<file path="src/rtl/board_reset_seq_pkg.sv">
// Shared types for the board reset sequencer: reset cause codes, FSM states,
// and a counter-width helper.
package board_pkg;

  typedef enum logic [1:0] {
    CAUSE_POR    = 2'd0,
    CAUSE_LOCK   = 2'd1,
    CAUSE_BUTTON = 2'd2,
    CAUSE_SW     = 2'd3
  } reset_cause_t;

  typedef enum logic [1:0] {
    ST_ASSERT  = 2'd0,
    ST_RELEASE = 2'd1,
    ST_RUN     = 2'd2
  } rst_state_t;

  // Bits needed to count 0..terminal-1, never less than one bit.
  function automatic int unsigned cnt_width(input int unsigned terminal);
    return (terminal > 1) ? $clog2(terminal) : 1;
  endfunction

endpackage

</file>
<file path="src/rtl/board_reset_seq_sync.sv">
// Two-flop synchroniser with an optional stability filter. DEBOUNCE_CYCLES=0
// gives the bare synchroniser; otherwise the output follows the synchronised
// level only after it has differed for DEBOUNCE_CYCLES consecutive cycles.
module sync_debounce
  import board_pkg::*;
#(
  parameter int unsigned DEBOUNCE_CYCLES = 0,
  parameter logic        INIT            = 1'b0
) (
  input  logic clk,
  input  logic reset_n,
  input  logic raw,
  output logic level
);

  logic sync_1;
  logic sync_2;

  always_ff @(posedge clk) begin
    if (!reset_n) begin
      sync_1 <= INIT;
      sync_2 <= INIT;
    end else begin
      sync_1 <= raw;
      sync_2 <= sync_1;
    end
  end

  generate
    if (DEBOUNCE_CYCLES == 0) begin : g_sync_only
      assign level = sync_2;
    end else begin : g_debounce
      localparam int unsigned   CW   = cnt_width(DEBOUNCE_CYCLES);
      localparam logic [CW-1:0] LAST = CW'(DEBOUNCE_CYCLES - 1);

      logic [CW-1:0] stable_cnt;
      logic          state;

      // Any cycle that agrees with the held state restarts the count.
      always_ff @(posedge clk) begin
        if (!reset_n) begin
          state      <= INIT;
          stable_cnt <= '0;
        end else if (sync_2 == state) begin
          stable_cnt <= '0;
        end else if (stable_cnt == LAST) begin
          state      <= sync_2;
          stable_cnt <= '0;
        end else begin
          stable_cnt <= stable_cnt + 1'b1;
        end
      end

      assign level = state;
    end
  endgenerate

endmodule

</file>
<file path="src/rtl/board_reset_seq.sv">
// Board reset sequencer: merges PLL locks, debounced buttons and a software
// request into one fault, holds all domains in reset, then releases them in order.
module board_reset_seq
  import board_pkg::*;
#(
  parameter int unsigned NUM_LOCKS       = 2,
  parameter int unsigned NUM_BTNS        = 1,
  parameter bit          BTN_ACTIVE_LOW  = 1'b1,
  parameter int unsigned NUM_DOMAINS     = 3,
  parameter int unsigned HOLD_CYCLES     = 1024,
  parameter int unsigned STAGE_CYCLES    = 64,
  parameter int unsigned DEBOUNCE_CYCLES = 250000
) (
  input  logic                   clk,
  input  logic                   reset_n_i,
  input  logic [NUM_LOCKS-1:0]   locked_i,
  input  logic [NUM_BTNS-1:0]    btn_i,
  input  logic                   sw_reset_i,
  output logic [NUM_DOMAINS-1:0] reset_o,
  output logic                   ready_o,
  output reset_cause_t           cause_o,
  output rst_state_t             state_o
);

  localparam logic BTN_RELEASED = BTN_ACTIVE_LOW ? 1'b1 : 1'b0;

  localparam int unsigned   HW         = cnt_width(HOLD_CYCLES);
  localparam int unsigned   SW         = cnt_width(STAGE_CYCLES);
  localparam int unsigned   IW         = cnt_width(NUM_DOMAINS);
  localparam logic [HW-1:0] HOLD_LAST  = HW'(HOLD_CYCLES - 1);
  localparam logic [SW-1:0] STAGE_LAST = SW'(STAGE_CYCLES - 1);
  localparam logic [IW-1:0] IDX_LAST   = IW'(NUM_DOMAINS - 1);

  logic [NUM_LOCKS-1:0] lock_sync;
  logic [NUM_BTNS-1:0]  btn_level;
  logic [NUM_BTNS-1:0]  btn_pressed;
  logic                 lock_lost;
  logic                 btn_fault;
  logic                 fault;

  for (genvar i = 0; i < NUM_LOCKS; i++) begin : g_lock
    sync_debounce #(
      .DEBOUNCE_CYCLES(0),
      .INIT           (1'b0)
    ) u_sync (
      .clk    (clk),
      .reset_n(reset_n_i),
      .raw    (locked_i[i]),
      .level  (lock_sync[i])
    );
  end

  for (genvar i = 0; i < NUM_BTNS; i++) begin : g_btn
    sync_debounce #(
      .DEBOUNCE_CYCLES(DEBOUNCE_CYCLES),
      .INIT           (BTN_RELEASED)
    ) u_debounce (
      .clk    (clk),
      .reset_n(reset_n_i),
      .raw    (btn_i[i]),
      .level  (btn_level[i])
    );
  end

  assign btn_pressed = BTN_ACTIVE_LOW ? ~btn_level : btn_level;
  assign lock_lost   = ~&lock_sync;
  assign btn_fault   = |btn_pressed;
  assign fault       = lock_lost | btn_fault | sw_reset_i;

  rst_state_t    state, state_next;
  logic [HW-1:0] hold_cnt, hold_next;
  logic [SW-1:0] stage_cnt, stage_next;
  logic [IW-1:0] idx, idx_next;
  reset_cause_t  cause, cause_next;

  always_ff @(posedge clk) begin
    if (!reset_n_i) begin
      state     <= ST_ASSERT;
      hold_cnt  <= '0;
      stage_cnt <= '0;
      idx       <= '0;
      cause     <= CAUSE_POR;
    end else begin
      state     <= state_next;
      hold_cnt  <= hold_next;
      stage_cnt <= stage_next;
      idx       <= idx_next;
      cause     <= cause_next;
    end
  end

  always_comb begin
    state_next = state;
    hold_next  = hold_cnt;
    stage_next = stage_cnt;
    idx_next   = idx;
    cause_next = cause;
    case (state)
      ST_ASSERT: begin
        if (fault) begin
          hold_next = '0;
        end else if (hold_cnt == HOLD_LAST) begin
          state_next = ST_RELEASE;
          hold_next  = '0;
          stage_next = '0;
          idx_next   = '0;
        end else begin
          hold_next = hold_cnt + 1'b1;
        end
      end
      ST_RELEASE: begin
        if (idx == IDX_LAST) begin
          state_next = ST_RUN;
        end else if (stage_cnt == STAGE_LAST) begin
          idx_next   = idx + 1'b1;
          stage_next = '0;
        end else begin
          stage_next = stage_cnt + 1'b1;
        end
      end
      ST_RUN: begin
      end
      default: state_next = ST_ASSERT;
    endcase
    // A fault outside ASSERT overrides any release step scheduled this cycle.
    if (state != ST_ASSERT && fault) begin
      state_next = ST_ASSERT;
      hold_next  = '0;
      stage_next = '0;
      idx_next   = '0;
      cause_next = lock_lost ? CAUSE_LOCK : (btn_fault ? CAUSE_BUTTON : CAUSE_SW);
    end
  end

  always_comb begin
    reset_o = '1;
    ready_o = 1'b0;
    case (state)
      ST_RELEASE: begin
        for (int i = 0; i < NUM_DOMAINS; i++) begin
          reset_o[i] = (IW'(i) > idx);
        end
      end
      ST_RUN: begin
        reset_o = '0;
        ready_o = 1'b1;
      end
      default: begin
      end
    endcase
  end

  assign cause_o = cause;
  assign state_o = state;

endmodule

</file>
<file path="config.mk">
export PLATFORM = sky130hd
export DESIGN_NAME = board_reset_seq
export DESIGN_NICKNAME = d
export VERILOG_FILES = /design/src/rtl/board_reset_seq_pkg.sv /design/src/rtl/board_reset_seq_sync.sv /design/src/rtl/board_reset_seq.sv
export SDC_FILE = /design/constraint.sdc
export NUM_CORES = 1
export LEC_CHECK = 0
export CAP_MARGIN = 40
export CORE_MARGIN = 2
export CORE_UTILIZATION = 49
export DETAILED_ROUTE_END_ITERATION = 7
export PLACE_DENSITY = 0.75
export RECOVER_POWER = 100
export SYNTH_ARGS = -nofsm -noshare
export SYNTH_HDL_FRONTEND = slang
export SYNTH_HIERARCHICAL = 1
export SYNTH_SLANG_ARGS = --single-unit
</file>
<file path="constraint.sdc">
create_clock -name clk -period 4.5 [get_ports clk]
set_input_delay 0.9 -clock clk [delete_from_list [all_inputs] [get_ports clk]]
set_output_delay 0.9 -clock clk [all_outputs]
set_load 0.01 [all_outputs]
</file>
==> results.toml <==
[place]
globalplace.congestion = 0.819
dp.cells = 318
io_buffer_count = 13
detailed_place_hpwl_microns = 2870

[global_routing]
grt_first_pass_wirelength_microns = 7360
pin_count_of_the_biggest_net_entering_global_routing = 19
globalRoute.totalOverflow = 0
grt_antenna_before_repair = 0
grt.total_usage = 0.175
grt_pass1_vias = 1719

[clock_tree]
clkSlewWorstSetupHoldPaths_ps = 90
cts-htree-levels = 2
clock-sinks = 47
ctsResizeCount = 0
clk-insertion-delay-late_ps = 290
clock_tree_from_tritoncts = "done"
ctsLongestPathBuffers = 2
cts_made_buffers = 5
ctsHoldBuffers = 0
postCtsSetupRepairBufs = 0
cts_root_buffer = "sky130_fd_sc_hd__clkbuf_8"

[synthesis]
synth.top_cells.by_area = "sky130_fd_sc_hd__dfxtp_1 (41%), sky130_fd_sc_hd__nor2_1 (5.3%), sky130_fd_sc_hd__ha_1 (4.9%)"
netlist_instances = 257
synth-seq-area-share = 0.412
post_synth_instance_area_sq_mm = 0.00229
post_synthesis_net_count = 272
postSynthRegisterBits = 47
yosysTopAreaCell = "sky130_fd_sc_hd__dfxtp_1"
syn_avg_cell_area_sq_um = 8.89
synth.yosys.warnings = 6
synth.top_cell.area_share = 0.412
synth.distinct_cells = 48

[power_and_ir_drop]
power.share.switching = 0.194
clk_pwr_share = 0.422
p_switching_w = 0.000145
cell_internal_pwr_w = 0.000604
p_per_area_mw_per_mm2 = 297
leakage_nw = 0.835
power_frac_seq = 0.560
vdd.ir_drop.worst_mv = 0.178
combinational_cell_fraction_of_total_power = 0.018

[cells_and_area]
layout_commonest_cell = "sky130_fd_sc_hd__dfxtp_1"
nNetsFinal = 288
final_core_util = 0.572
ratio_of_cells_with_drive_above_1_in_the_final_layout = 0.0474
area.growth.synth_to_final_pct = 10.4
insertedDiodeCount = 0
final-instance-count-excl-fill = 326
mostFrequentLayoutCells = "sky130_fd_sc_hd__dfxtp_1 (47), sky130_fd_sc_hd__nor2_1 (32), sky130_fd_sc_hd__nand2_1 (17), sky130_fd_sc_hd__nand3_1 (17), sky130_fd_sc_hd__a21oi_1 (13)"

[routing]
drt-wirelength-per-cell_microns = 12.5
first_pass_iters = 4
totalWireLength_microns = 4070
antenna_left = 0
drt_first_iter_violations = 164
avgViaCountPerCell = 5.60
remaining_drc_errors = 0
route.vias.total = 1824

[floorplanning]
coreArea_sq_mm = 0.00441
fp.dieH_microns = 72.3
floorplan.initialDensity = 0.518
die_area_sq_mm = 0.00523
die_w_microns = 72.3
std_cell_rows = 24
io-pin-count = 14

[critical_path]
buf_inv_stages_crit_path = 1
timing.critical_path.required_ps = 4730
highest_cell_delay_on_the_worst_timing_path_ps = 980
setup.worst_path.class = "in2reg"
timing.critical_path.from = "sw_reset_i"
start_kind = "primary input"
path_max_fanout = 9
r2r_slack_ps = 1790
cpLargestDelayFamily = "simple AND/OR/NAND/NOR gates"
critical_path_cell_by_cell = "dlygate4sd3_1 > nand4b_1 > nor4_1 > o21ai_2 > or4_1 > a21oi_1"
worst-endpoint-arrival_ps = 3630
r2r-end = "g_btn[0].u_debounce/g_debounce.stable_cnt[5]$_SDFF_PP0_"
cp-end-kind = "flop"
cp_slowest_cell = "sky130_fd_sc_hd__nor4_1"
critical_path.reg2reg.startpoint = "g_btn[0].u_debounce/g_debounce.stable_cnt[0]$_SDFF_PP0_"
worst-r2r-cell-count = 5

[sta]
post-route-min-period_ps = 3400
timing_worst_slew_pin_value_ps = 1300
final_setup_fails = 0
hold_viol = 0
fin_setup_tns_ps = 0
report.final.slew_viol_count = 0
worst_rel_slew_slack = 0.130
unrepaired_setup_endpoints_after_global_routing = "no"
achievable_clock_frequency_mhz = 294
min_period_over_period = 0.755
finalClockSkew_ps = 6.33

[worst_hold_path]
worst_hold_startpoint = "g_btn[0].u_debounce/sync_1$_SDFF_PN1_"
timing.hold.worst.class = "reg2reg"
whs_path_depth = 1
holdPathEnd = "g_btn[0].u_debounce/sync_2$_SDFF_PN1_"

[status]
status = "completed"

[job]
maxCapViolations = 0
-- sequential cells by signal, summed over array words and instances, names as in the netlist, 2 cells and up --
name / flops
hold_cnt: 10
stage_cnt: 6
cause_o: 2
idx: 2
g_lock.u_sync/sync_1: 2
state_o: 2
g_btn.u_debounce/g_debounce.stable_cnt: 18
g_lock.u_sync/level: 2
-- cells by family after synthesis --
logic type                 count (synthesis)  synth area share
DFF                                       47             0.412
muxes                                      1           0.00438
adders and majority gates                  9            0.0493
AOI/OAI and AO/OA                         51             0.148
xor gates and xnor gates                  20            0.0766
and+or+nand+nor                          112             0.278
buffers and inverters                     17            0.0328
-- how the worst max path moves through the flow --
stage | depth (start not counted) | end
floorplan | 5 | idx[0]$_SDFFE_PP0P_
global placement | 6 | idx[0]$_SDFFE_PP0P_
detailed placement | 6 | idx[0]$_SDFFE_PP0P_
CTS | 5 | reset_o[2]
global route | 6 | idx[0]$_SDFFE_PP0P_
finish | 6 | idx[0]$_SDFFE_PP0P_
-- cell usage after synthesis, drive strengths merged --
cell and instances:
a21boi 1, a21oi 13, a22o 3, a22oi 1, a31oi 4, and2 5
and3 3, and4 2, and4b 1, buf 1, clkbuf 4, dfxtp 47
ha 9, inv 12, mux2i 1, nand2 17, nand2b 4, nand3 18
nand4 6, nand4b 1, nor2 32, nor2b 1, nor3 2, nor4 7
nor4b 2, o2111ai 1, o211ai 6, o21a 2, o21ai 13, o21bai 1
o22ai 1, o311a 1, o31ai 3, o41ai 1, or2 1, or3 3
or4 7, xnor2 12, xor2 8
-- power groups by stage --
stage           logic [W]  registers, W  clock network [W]
6_report        0.0000134      0.000420           0.000316
5_1_grt         0.0000151      0.000420           0.000345
4_1_cts         0.0000153      0.000420           0.000328
3_5_place_dp    0.0000153      0.000430                  0
3_3_place_gp    0.0000149      0.000430                  0
2_1_floorplan  0.00000770      0.000430                  0
-- layer usage --
| metal | wire length [microns] | GRT usage | up-vias | share of wire |
|---|---|---|---|---|
| met3 | 138 | 0.0417 | 5 | 0.034 |
| li1 | - | - | 955 | - |
| met5 | 0 | 0 | - | 0 |
| met4 | 36 | 0.0545 | 0 | 0.0088 |
| met1 | 2030 | 0.222 | 829 | 0.50 |
| met2 | 1860 | 0.294 | 35 | 0.46 |
-- worst register-to-register path, stage by stage (launching register included) --
cell and delay (ps):
sky130_fd_sc_hd__dfxtp_1 420, sky130_fd_sc_hd__ha_1 300, sky130_fd_sc_hd__nand3_1 140, sky130_fd_sc_hd__or4_1 530, sky130_fd_sc_hd__o211ai_1 1040, sky130_fd_sc_hd__nor2_1 120
-- layout make-up --
type | instances | area, sq um
sequential | 47 | 941
clock buffer | 6 | 82.6
fill | 409 | 1890
multi-input combinational | 193 | 1220
clock inverter | 2 | 35.0
tap | 52 | 65.1
inverter | 12 | 45.0
timing repair buffer | 14 | 134
-- through the flow --
stage / hold WS, ps / total power (W) / worst slack [ps] / instance area, sq um
after global placement: 388 / 0.000445 / 1640 / 2460
final: 413 / 0.000749 / 1100 / 2520
after detailed placement: 395 / 0.000445 / 1570 / 2460
after floorplan: 386 / 0.000437 / 2220 / 2290
after global routing: 453 / 0.000780 / 912 / 2520
after CTS: 415 / 0.000764 / 1610 / 2580
No activity file was read; power rests on OpenSTA's default activity.
